`config.mk`:
```
export PLATFORM = sky130hd
export DESIGN_NAME = uart_rx_fifo
export DESIGN_NICKNAME = d
export VERILOG_FILES = /design/src/rtl/uart_rx_fifo_pkg.sv /design/src/rtl/uart_sync_fifo.sv /design/src/rtl/uart_rx_fifo.sv
export SDC_FILE = /design/constraint.sdc
export NUM_CORES = 1
export LEC_CHECK = 0
export ABC_AREA = 1
export CORE_ASPECT_RATIO = 0.8
export CORE_MARGIN = 1.5
export CORE_UTILIZATION = 50
export CTS_BUF_LIST = sky130_fd_sc_hd__clkbuf_4 sky130_fd_sc_hd__clkbuf_8
export DETAILED_ROUTE_END_ITERATION = 7
export PLACE_DENSITY = 0.69
export RECOVER_POWER = 50
export SLEW_MARGIN = 15
export SYNTH_ARGS = -nofsm -noshare
export SYNTH_HDL_FRONTEND = slang
export SYNTH_SLANG_ARGS = --single-unit
```
`constraint.sdc`:
```
create_clock -name clk -period 5.1 [get_ports clk]
set_input_delay 0.51 -clock clk [delete_from_list [all_inputs] [get_ports clk]]
set_output_delay 0.51 -clock clk [all_outputs]
set_load 0.005 [all_outputs]
```
`src/rtl/uart_rx_fifo_pkg.sv`:
```
// ---------------------------------------------------------------------------
// uart_rx_fifo_pkg
//   Shared definitions for the UART receive buffer: data width, default
//   FIFO geometry and error-counter width, and the classification of a
//   captured receiver event.
// ---------------------------------------------------------------------------
package uart_rx_fifo_pkg;

  localparam int UART_DATA_W   = 8;
  localparam int DEF_DEPTH     = 16;
  localparam int DEF_ADDR_W    = 4;
  localparam int DEF_ERR_CNT_W = 8;

  // What a single rxDone rising edge turned out to be.
  typedef enum logic [1:0] {
    EVT_NONE = 2'd0,
    EVT_GOOD = 2'd1,
    EVT_ERR  = 2'd2
  } rx_evt_e;

endpackage

```
`src/rtl/uart_sync_fifo.sv`:
```
// ---------------------------------------------------------------------------
// uart_sync_fifo
//   Generic single-clock first-word-fall-through FIFO.
//   Ports:
//     clk, rst  - clock, asynchronous active-high reset
//     i_push    - write i_data (accepted when not full, or when popping)
//     i_pop     - pop the head entry (ignored while empty)
//     i_data    - write data
//     o_data    - head entry, all zeros while empty
//     o_empty   - no entries held (registered)
//     o_full    - DEPTH entries held (registered)
//     o_count   - occupancy 0..DEPTH (registered)
// ---------------------------------------------------------------------------
module uart_sync_fifo #(
  parameter int DATA_W     = 8,
  parameter int DEPTH      = 16,
  parameter int ADDR_WIDTH = 4
) (
  input  logic                  clk,
  input  logic                  rst,
  input  logic                  i_push,
  input  logic                  i_pop,
  input  logic [DATA_W-1:0]     i_data,
  output logic [DATA_W-1:0]     o_data,
  output logic                  o_empty,
  output logic                  o_full,
  output logic [ADDR_WIDTH:0]   o_count
);

  localparam logic [ADDR_WIDTH:0] FULL_CNT = (ADDR_WIDTH + 1)'(DEPTH);

  logic [DATA_W-1:0]     r_mem [DEPTH];
  logic [ADDR_WIDTH-1:0] r_wr_ptr;
  logic [ADDR_WIDTH-1:0] r_rd_ptr;
  logic [ADDR_WIDTH:0]   r_count;
  logic                  r_empty;
  logic                  r_full;

  logic                  w_pop;
  logic                  w_push;
  logic [ADDR_WIDTH:0]   w_count_nxt;

  // Qualify requests and compute next occupancy.
  always_comb begin
    w_pop  = i_pop & ~r_empty;
    // A pop in the same cycle frees a slot, so a full FIFO can still accept.
    w_push = i_push & (~r_full | w_pop);
    case ({w_push, w_pop})
      2'b10:   w_count_nxt = r_count + (ADDR_WIDTH + 1)'(1);
      2'b01:   w_count_nxt = r_count - (ADDR_WIDTH + 1)'(1);
      default: w_count_nxt = r_count;
    endcase
  end

  // Storage array; contents are deliberately not reset.
  always_ff @(posedge clk) begin
    if (w_push) begin
      r_mem[r_wr_ptr] <= i_data;
    end
  end

  // Pointers and registered occupancy flags.
  always_ff @(posedge clk or posedge rst) begin
    if (rst) begin
      r_wr_ptr <= {ADDR_WIDTH{1'b0}};
      r_rd_ptr <= {ADDR_WIDTH{1'b0}};
      r_count  <= {(ADDR_WIDTH + 1){1'b0}};
      r_empty  <= 1'b1;
      r_full   <= 1'b0;
    end else begin
      if (w_push) r_wr_ptr <= r_wr_ptr + ADDR_WIDTH'(1);
      if (w_pop)  r_rd_ptr <= r_rd_ptr + ADDR_WIDTH'(1);
      r_count <= w_count_nxt;
      r_empty <= (w_count_nxt == {(ADDR_WIDTH + 1){1'b0}});
      r_full  <= (w_count_nxt == FULL_CNT);
    end
  end

  assign o_data  = r_empty ? {DATA_W{1'b0}} : r_mem[r_rd_ptr];
  assign o_empty = r_empty;
  assign o_full  = r_full;
  assign o_count = r_count;

endmodule

```
`src/rtl/uart_rx_fifo.sv`:
```
// ---------------------------------------------------------------------------
// uart_rx_fifo
//   Receive buffer behind the Uart8 receiver. One byte is captured per rxDone
//   rising edge; frames flagged with rxErr are dropped and counted, good
//   bytes go into a FWFT FIFO read by the host.
//   Ports:
//     clk, rst  - clock, asynchronous active-high reset
//     rxDone    - byte complete (level, may persist)
//     rxErr     - framing error, sampled with rxDone
//     rxByte    - received byte, sampled with rxDone
//     rdEn      - host pops the head entry
//     rdData    - head entry, 8'h00 while empty
//     empty/full/count - FIFO occupancy status
//     overrun   - sticky: good byte dropped because the FIFO was full
//     errCount  - saturating count of frames dropped for rxErr
//     clrFlags  - synchronous clear of overrun and errCount
// ---------------------------------------------------------------------------
module uart_rx_fifo
  import uart_rx_fifo_pkg::*;
#(
  parameter int DEPTH      = DEF_DEPTH,
  parameter int ADDR_WIDTH = DEF_ADDR_W,
  parameter int ERR_CNT_W  = DEF_ERR_CNT_W
) (
  input  logic                   clk,
  input  logic                   rst,
  input  logic                   rxDone,
  input  logic                   rxErr,
  input  logic [UART_DATA_W-1:0] rxByte,
  input  logic                   rdEn,
  output logic [UART_DATA_W-1:0] rdData,
  output logic                   empty,
  output logic                   full,
  output logic [ADDR_WIDTH:0]    count,
  output logic                   overrun,
  output logic [ERR_CNT_W-1:0]   errCount,
  input  logic                   clrFlags
);

  logic                 r_rx_done_prev;
  logic                 r_overrun;
  logic [ERR_CNT_W-1:0] r_err_cnt;

  rx_evt_e              w_evt_kind;
  logic                 w_empty;
  logic                 w_full;
  logic                 w_pop;
  logic                 w_writable;
  logic                 w_push;
  logic                 w_overrun_evt;

  // Classify the current cycle's receiver event and decide push/overrun.
  always_comb begin
    if (rxDone & ~r_rx_done_prev) begin
      w_evt_kind = rxErr ? EVT_ERR : EVT_GOOD;
    end else begin
      w_evt_kind = EVT_NONE;
    end
    w_pop         = rdEn & ~w_empty;
    w_writable    = ~w_full | w_pop;
    w_push        = (w_evt_kind == EVT_GOOD) &  w_writable;
    w_overrun_evt = (w_evt_kind == EVT_GOOD) & ~w_writable;
  end

  // Edge-detect history and host-visible statistics.
  always_ff @(posedge clk or posedge rst) begin
    if (rst) begin
      // Held high through reset so a persisting rxDone is not a new byte.
      r_rx_done_prev <= 1'b1;
      r_overrun      <= 1'b0;
      r_err_cnt      <= {ERR_CNT_W{1'b0}};
    end else begin
      r_rx_done_prev <= rxDone;

      // A new overrun wins over a coincident clear.
      if (w_overrun_evt) begin
        r_overrun <= 1'b1;
      end else if (clrFlags) begin
        r_overrun <= 1'b0;
      end else begin
        r_overrun <= r_overrun;
      end

      case (w_evt_kind)
        EVT_ERR: begin
          if (clrFlags) begin
            r_err_cnt <= ERR_CNT_W'(1);
          end else if (r_err_cnt != {ERR_CNT_W{1'b1}}) begin
            r_err_cnt <= r_err_cnt + ERR_CNT_W'(1);
          end else begin
            r_err_cnt <= r_err_cnt;
          end
        end
        default: begin
          if (clrFlags) begin
            r_err_cnt <= {ERR_CNT_W{1'b0}};
          end else begin
            r_err_cnt <= r_err_cnt;
          end
        end
      endcase
    end
  end

  uart_sync_fifo #(
    .DATA_W     (UART_DATA_W),
    .DEPTH      (DEPTH),
    .ADDR_WIDTH (ADDR_WIDTH)
  ) u_fifo (
    .clk     (clk),
    .rst     (rst),
    .i_push  (w_push),
    .i_pop   (rdEn),
    .i_data  (rxByte),
    .o_data  (rdData),
    .o_empty (w_empty),
    .o_full  (w_full),
    .o_count (count)
  );

  assign empty    = w_empty;
  assign full     = w_full;
  assign overrun  = r_overrun;
  assign errCount = r_err_cnt;

endmodule

```
==> results of run 1 <==
[placed cells by master, fill, tap and decap left out, types with 8 or more instances in the layout]
| master | n |
|---|---|
| o21ai_1 | 34 |
| clkdlybuf4s50_1 | 26 |
| clkbuf_8 | 17 |
| o21ai_0 | 38 |
| edfxtp_1 | 128 |
| inv_1 | 37 |
| nor2_1 | 132 |
| dfrtp_1 | 22 |
| o211ai_1 | 17 |
| xor2_1 | 8 |
| dlygate4sd3_1 | 11 |
| nand2_1 | 60 |
| a21oi_1 | 21 |
| ha_1 | 10 |
| nand3_1 | 35 |
[stage by stage]
stage,total power [mW],instance area [um^2],instances
finish,3.87,7460,814
floorplan,2.48,6630,593
CTS,3.89,7490,814
detailed placement,2.92,7070,782
global route,4.10,7460,814
global placement,2.88,7070,782
[power by group through the flow]
| stage | combinational [mW] | sequential (mW) | clock [mW] |
|---|---|---|---|
| 2_1_floorplan | 0.957 | 1.52 | 0 |
| 3_3_place_gp | 1.29 | 1.59 | 0 |
| 3_5_place_dp | 1.32 | 1.60 | 0 |
| 4_1_cts | 1.33 | 1.57 | 0.990 |
| 5_1_grt | 1.48 | 1.58 | 1.04 |
| 6_report | 1.33 | 1.57 | 0.973 |
[area by class of cell]
class | count | area [um^2] | area share, %
multi-input cells | 371 | 1800 | 24.1
inverters | 44 | 166 | 2.23
well taps | 175 | 219 | 2.93
clock inverters | 14 | 179 | 2.40
clock buffers | 18 | 241 | 3.24
repair buffers | 39 | 385 | 5.16
flip-flops and latches | 153 | 4470 | 59.9
[state kept, by name (all words and copies together) (netlist names)]
register         cells
u_fifo.r_rd_ptr      4
u_fifo.r_mem       128
u_fifo.o_full        1
u_fifo.r_wr_ptr      4
errCount             8
r_rx_done_prev       1
u_fifo.o_empty       1
u_fifo.o_count       5
overrun              1
[per-layer routing]
metal | up-vias | share of wire [%] | GRT usage, %
li1 | 2122 | - | -
met2 | 168 | 46 | 35.3
met1 | 2158 | 43 | 31.2
met4 | 0 | 2.6 | 11.7
met3 | 37 | 8.1 | 5.53
met5 | - | 0 | 0
[kinds of logic (layout without fill, tap and decap cells)]
family / after synthesis / after routing / synth area share (%)
flops: 153 / 153 / 67.5
fa+ha+maj: 10 / 10 / 1.89
buf+inv: 69 / 115 / 5.08
compound gates: 115 / 115 / 9.55
xor+xnor: 8 / 8 / 1.06
simple gates: 238 / 238 / 14.9
[path summary, 6_finish.rpt]
check,end,startpoint
min reg2reg,overrun$_DFFE_PP0P_,overrun$_DFFE_PP0P_
min,overrun$_DFFE_PP0P_,overrun$_DFFE_PP0P_
min in group asynchronous,errCount[3]$_DFFE_PP0P_,rst
max,rdData[4],u_fifo.r_rd_ptr[1]$_DFFE_PP0P_
max in group asynchronous,u_fifo.r_rd_ptr[0]$_DFFE_PP0P_,rst
max reg2reg,u_fifo.o_full$_DFF_PP0_,u_fifo.o_empty$_DFF_PP1_
[worst register-to-register path, stage by stage, from the launching register on]
cell and delay, ns:
dfstp_1 0.52, nor2_1 0.62, inv_1 0.13, nand2_1 0.09, nand2_1 0.22, ha_1 0.38, nand2_1 0.08, inv_1 0.05
nor2_1 0.15, ha_1 0.27, o21ai_0 0.21, nand2_1 0.07, nor2_1 0.14, nand3_1 0.11, nor2_1 0.10
==> metrics, run 1 <==
detailed placer's ending HPWL=9.43 mm; RSZ-0062 raised after global routing=false; CP max stage cell=dfrtp_1; CTS tree=done; leakage=2.69 nW; Sw Pwr=1.38 mW; outcome=finished, final reports clean; Synth top cells by count=nor2_1, edfxtp_1, nand2_1; starting density of the core=51.3%; worst setup path class=flop to output port; Clock Latency Late Sink=0.45 ns; Area contributors post-synth=edfxtp_1, dfrtp_1, nor2_1; synthesized area=0.00663 mm^2; post-synth top area share=58.0%; fmax=273 MHz; cts bufs inserted=17; sequential area share after synthesis=67.5%; Fill cells=1052; TritonCTS Sinks=153; worst-case clock buffer depth=2; slew margin rel.=22.0%; initial antenna violation count=0; synth unique cells=33; vias in the first global route=4386; Synth area leader=edfxtp_1; # diodes=0; final core occ=57.8%; part of the power in combinational logic=34.4%; CTS H-tree depth=4; ys flop type=edfxtp_1; setup TNS=0 ns; top-count cell post-synth=nor2_1; via count=4485; CP required=4.59 ns; Syn Area/Cell=11.2 um^2; via/cell ratio=5.51; hold path cells=1; number of stages on the worst setup path=6; Top Ports=38; Critical Path Max Stage Delay=0.85 ns; fraction of registers with async set/reset=16.3%; mean routed wirelength per cell=18.5 um; Chip Height=106 um; WP buf/inv=2; first-pass GRT wire length=23.7 mm; synth warn=0; drt pass-1 iters=5; final wirelength=15.1 mm; Post-synth EDFFs=128; Clock Skew=0.00815 ns; Hold Path Class=flop to flop; share of layout cells above drive strength 1=6.42%; post-layout min period=3.66 ns; CP endpoint kind=output port; Mapped Cells=593; Final WS setup=1.44 ns; number of remaining DRC errors=0; max-slew violations=0; Die ar.=0.0140 mm^2; DRT antenna net count=0; Clock power frac=25.1%; largest net degree at the start of global routing=76; Worst setup SP type=flop; core footprint=0.0129 mm^2; total gr overflow=0; Hold WS=0.507 ns; slew at the pin closest to its max-slew limit=1.17 ns; area delta synth->final=12.6%; Clock transition at path regs=0.08 ns; First DRT Iteration DRCs=525; Cell Pwr Density=519 mW/mm^2; I/O Buffers=37; delay-heaviest family, CP=buffers and inverters; Nets=650; # Post-CTS Setup Buffers=0; CP cell instances=buf_4 > o21ai_0 > o211ai_1 > nand3_1 > a21oi_1 > clkdlybuf4s50_1; Max FO, Critical Path=35; worst r2r path cells=14; Arr. time, crit path=3.15 ns; dpl ws=1.96 ns; part of the power in registers=40.4%; Max IR drop VDD=0.225 mV; Synth Register Bits=153; gpl congestion=0.845; Max-Cap Viols=0; DIE WIDTH=132 um; Syn Nets=617; GR Util All Layers=23.1%; Int Power=2.49 mW; hold buffers post-CTS=0; final hold vios=0; row count=37; switching share of total power=35.8%; reg2reg setup slack=1.90 ns; cts repair resizes=0; # setup viols final=0; Final Cycle Share=71.8%; Root Driver=clkbuf_8
No activity file was read; power rests on OpenSTA's default activity.
==> run 2, diff against run 1 <==
PLACE_DENSITY = 0.71   (was 0.69)
clock period = 3.3 ns   (was 5.1 ns; I/O delays follow)
==> metrics, run 2 (synthesis gave the netlist of run 1 again) <==
CTS H-tree depth=4 (unchanged); crit path launch=u_fifo.r_rd_ptr[0]$_DFFE_PP0P_ (was u_fifo.r_rd_ptr[1]$_DFFE_PP0P_); Fill cells=1045 (was 1052); cts bufs inserted=17 (unchanged); CP endpoint kind=output port (unchanged); Arr. time, crit path=2.77 ns (was 3.15 ns); max-slew violations=0 (unchanged); largest net degree at the start of global routing=46 (was 76); Hold Path Class=primary input to flop (was flop to flop); worst-case clock buffer depth=2 (unchanged); Clock Skew=0.0174 ns (was 0.00815 ns); # diodes=0 (unchanged); detailed placer's ending HPWL=9.78 mm (was 9.43 mm); Clock transition at path regs=0.10 ns (was 0.08 ns); Final Cycle Share=94.0%; via count=4623 (was 4485); CP required=2.97 ns (was 4.59 ns); reg-to-reg endpoint=u_fifo.o_empty$_DFF_PP1_ (was u_fifo.o_full$_DFF_PP0_); DRT antenna net count=0 (unchanged); Top Ports=38 (unchanged); Clock Latency Late Sink=0.45 ns (about the same); # setup viols final=0 (unchanged); Critical Path End=rdData[6] (was rdData[4]); starting density of the core=51.3% (unchanged); CTS tree=done (unchanged); post-layout min period=3.10 ns; vias in the first global route=4490 (was 4386); Die ar.=0.0140 mm^2 (unchanged); I/O Buffers=37 (unchanged); worst setup path class=flop to output port (unchanged); reg2reg setup slack=0.33 ns (was 1.90 ns); fmax=322 MHz; dpl ws=0.449 ns (was 1.96 ns); max reg flops=128 (unchanged); slew at the pin closest to its max-slew limit=0.966 ns (was 1.17 ns); initial antenna violation count=0 (unchanged); final wirelength=15.1 mm (about the same); via/cell ratio=5.54 (was 5.51); Final WS setup=0.198 ns (was 1.44 ns); CP cell instances=inv_2 > buf_6 > nor2_1 > o211ai_1 > nand3_1 > a21oi_1 > clkdlybuf4s50_1 (was buf_4 > o21ai_0 > o211ai_1 > nand3_1 > a21oi_1 > clkdlybuf4s50_1); RSZ-0062 raised after global routing=false (unchanged); largest register by flop count=u_fifo.r_mem (unchanged); Max IR drop VDD=0.341 mV (was 0.225 mV); Cell Pwr Density=779 mW/mm^2 (was 519 mW/mm^2); Placed Cells incl. Taps=802 (was 782); Max-Cap Viols=0 (unchanged); TritonCTS Sinks=153 (unchanged); hold buffers post-CTS=0 (unchanged); total gr overflow=0 (unchanged); Chip Height=106 um (unchanged); final std cells w/o fill=834 (was 814); gpl congestion=0.869 (was 0.845); core footprint=0.0129 mm^2 (unchanged); slew margin rel.=35.5% (was 22.0%); final core occ=58.8% (was 57.8%); Critical R2R Launch=u_fifo.o_empty$_DFF_PP1_ (unchanged); Root Driver=clkbuf_8 (unchanged); Worst setup SP type=flop (unchanged); row count=37 (unchanged); final hold vios=0 (unchanged); First DRT Iteration DRCs=475 (was 525); Max FO, Critical Path=33 (was 35); outcome=finished, final reports clean (unchanged); commonest non-fill, non-tap cell in the layout=nor2_1 (unchanged); GR Util All Layers=23.1% (about the same); first-pass GRT wire length=24.2 mm (was 23.7 mm); DIE WIDTH=132 um (unchanged); share of layout cells above drive strength 1=9.86% (was 6.42%); setup TNS=0 ns (unchanged); drt pass-1 iters=6 (was 5); most frequent cells in the layout=nor2_1, edfxtp_1, nand2_1 (unchanged); leakage=2.78 nW (was 2.69 nW); area delta synth->final=14.5% (was 12.6%); # Post-CTS Setup Buffers=0 (unchanged); number of remaining DRC errors=0 (unchanged); CP max stage cell=dfrtp_4 (was dfrtp_1); worst r2r path cells=14 (unchanged); Critical Path Max Stage Delay=0.64 ns (was 0.85 ns); Nets=670 (was 650); mean routed wirelength per cell=18.1 um (was 18.5 um)
run 2: cell count changes in the layout (fill, tap and decap cells not counted), moves of 2 or more:
cell,change
clkinvlp_4,+2
clkinv_4,+2
buf_12,+2
clkinv_1,-4
bufinv_16,-4
inv_8,+2
nor3_2,-2
nor3_1,+2
inv_6,+5
buf_4,+17
clkinv_2,-2
run 2: critical path, delay by kind of cell (launching register included):
kind / cells / cell delay, ns
simple gates: 2 / 0.22
compound gates: 2 / 0.54
buf+inv: 3 / 0.90
flops: 1 / 0.64
run 2: cell type report:
class | count | area [um^2] | area share, %
clock buffer | 17 | 234 | 3.08
clock inverter | 15 | 129 | 1.70
inverter | 44 | 170 | 2.24
multi-input combinational | 371 | 1800 | 23.7
sequential | 153 | 4480 | 59.0
tap | 175 | 219 | 2.88
timing repair buffer | 59 | 564 | 7.43
run 2: what timing repair did:
item | in CTS | in global routing
setup endpoints to repair | 0 | 6
endpoints found under the hold margin | 0 | 0
resized for setup | 0 | 4
run 2: how the worst min path moves through the flow:
stage | start | to | slack [ns] | cells after the start
global placement | overrun$_DFFE_PP0P_ | overrun$_DFFE_PP0P_ | 0.49 | 1
detailed placement | overrun$_DFFE_PP0P_ | overrun$_DFFE_PP0P_ | 0.50 | 1
CTS | rxDone | r_rx_done_prev$_DFF_PP1_ | 0.29 | 1
global route | rxDone | r_rx_done_prev$_DFF_PP1_ | 0.42 | 1
floorplan | rxDone | r_rx_done_prev$_DFF_PP1_ | 0.33 | 0
finish | rxDone | r_rx_done_prev$_DFF_PP1_ | 0.45 | 1
run 2: metal layers:
metal | track usage (%) | vias up | wire, um | part of all wire (%)
li1 | - | 2158 | - | -
met1 | 32.9 | 2239 | 6650 | 44
met2 | 35.5 | 201 | 7060 | 47
met3 | 4.91 | 25 | 1140 | 7.5
met4 | 8.17 | 0 | 260 | 1.7
met5 | 0 | - | 0 | 0
run 2: metrics by stage:
step	cell area [um^2]	total power, mW	hold slack (ns)
after floorplan	6630	3.83	0.334
after global placement	7240	4.56	0.488
after detailed placement	7240	4.62	0.498
after CTS	7600	5.93	0.294
after global routing	7590	6.30	0.417
final	7590	5.92	0.448
run 2: power by group:
group / internal (mW) / total, mW / switching [mW]
combinational: 0.865 / 2.12 / 1.26
clock: 0.545 / 1.32 / 0.779
sequential: 2.23 / 2.47 / 0.240
total: 3.64 / 5.92 / 2.28
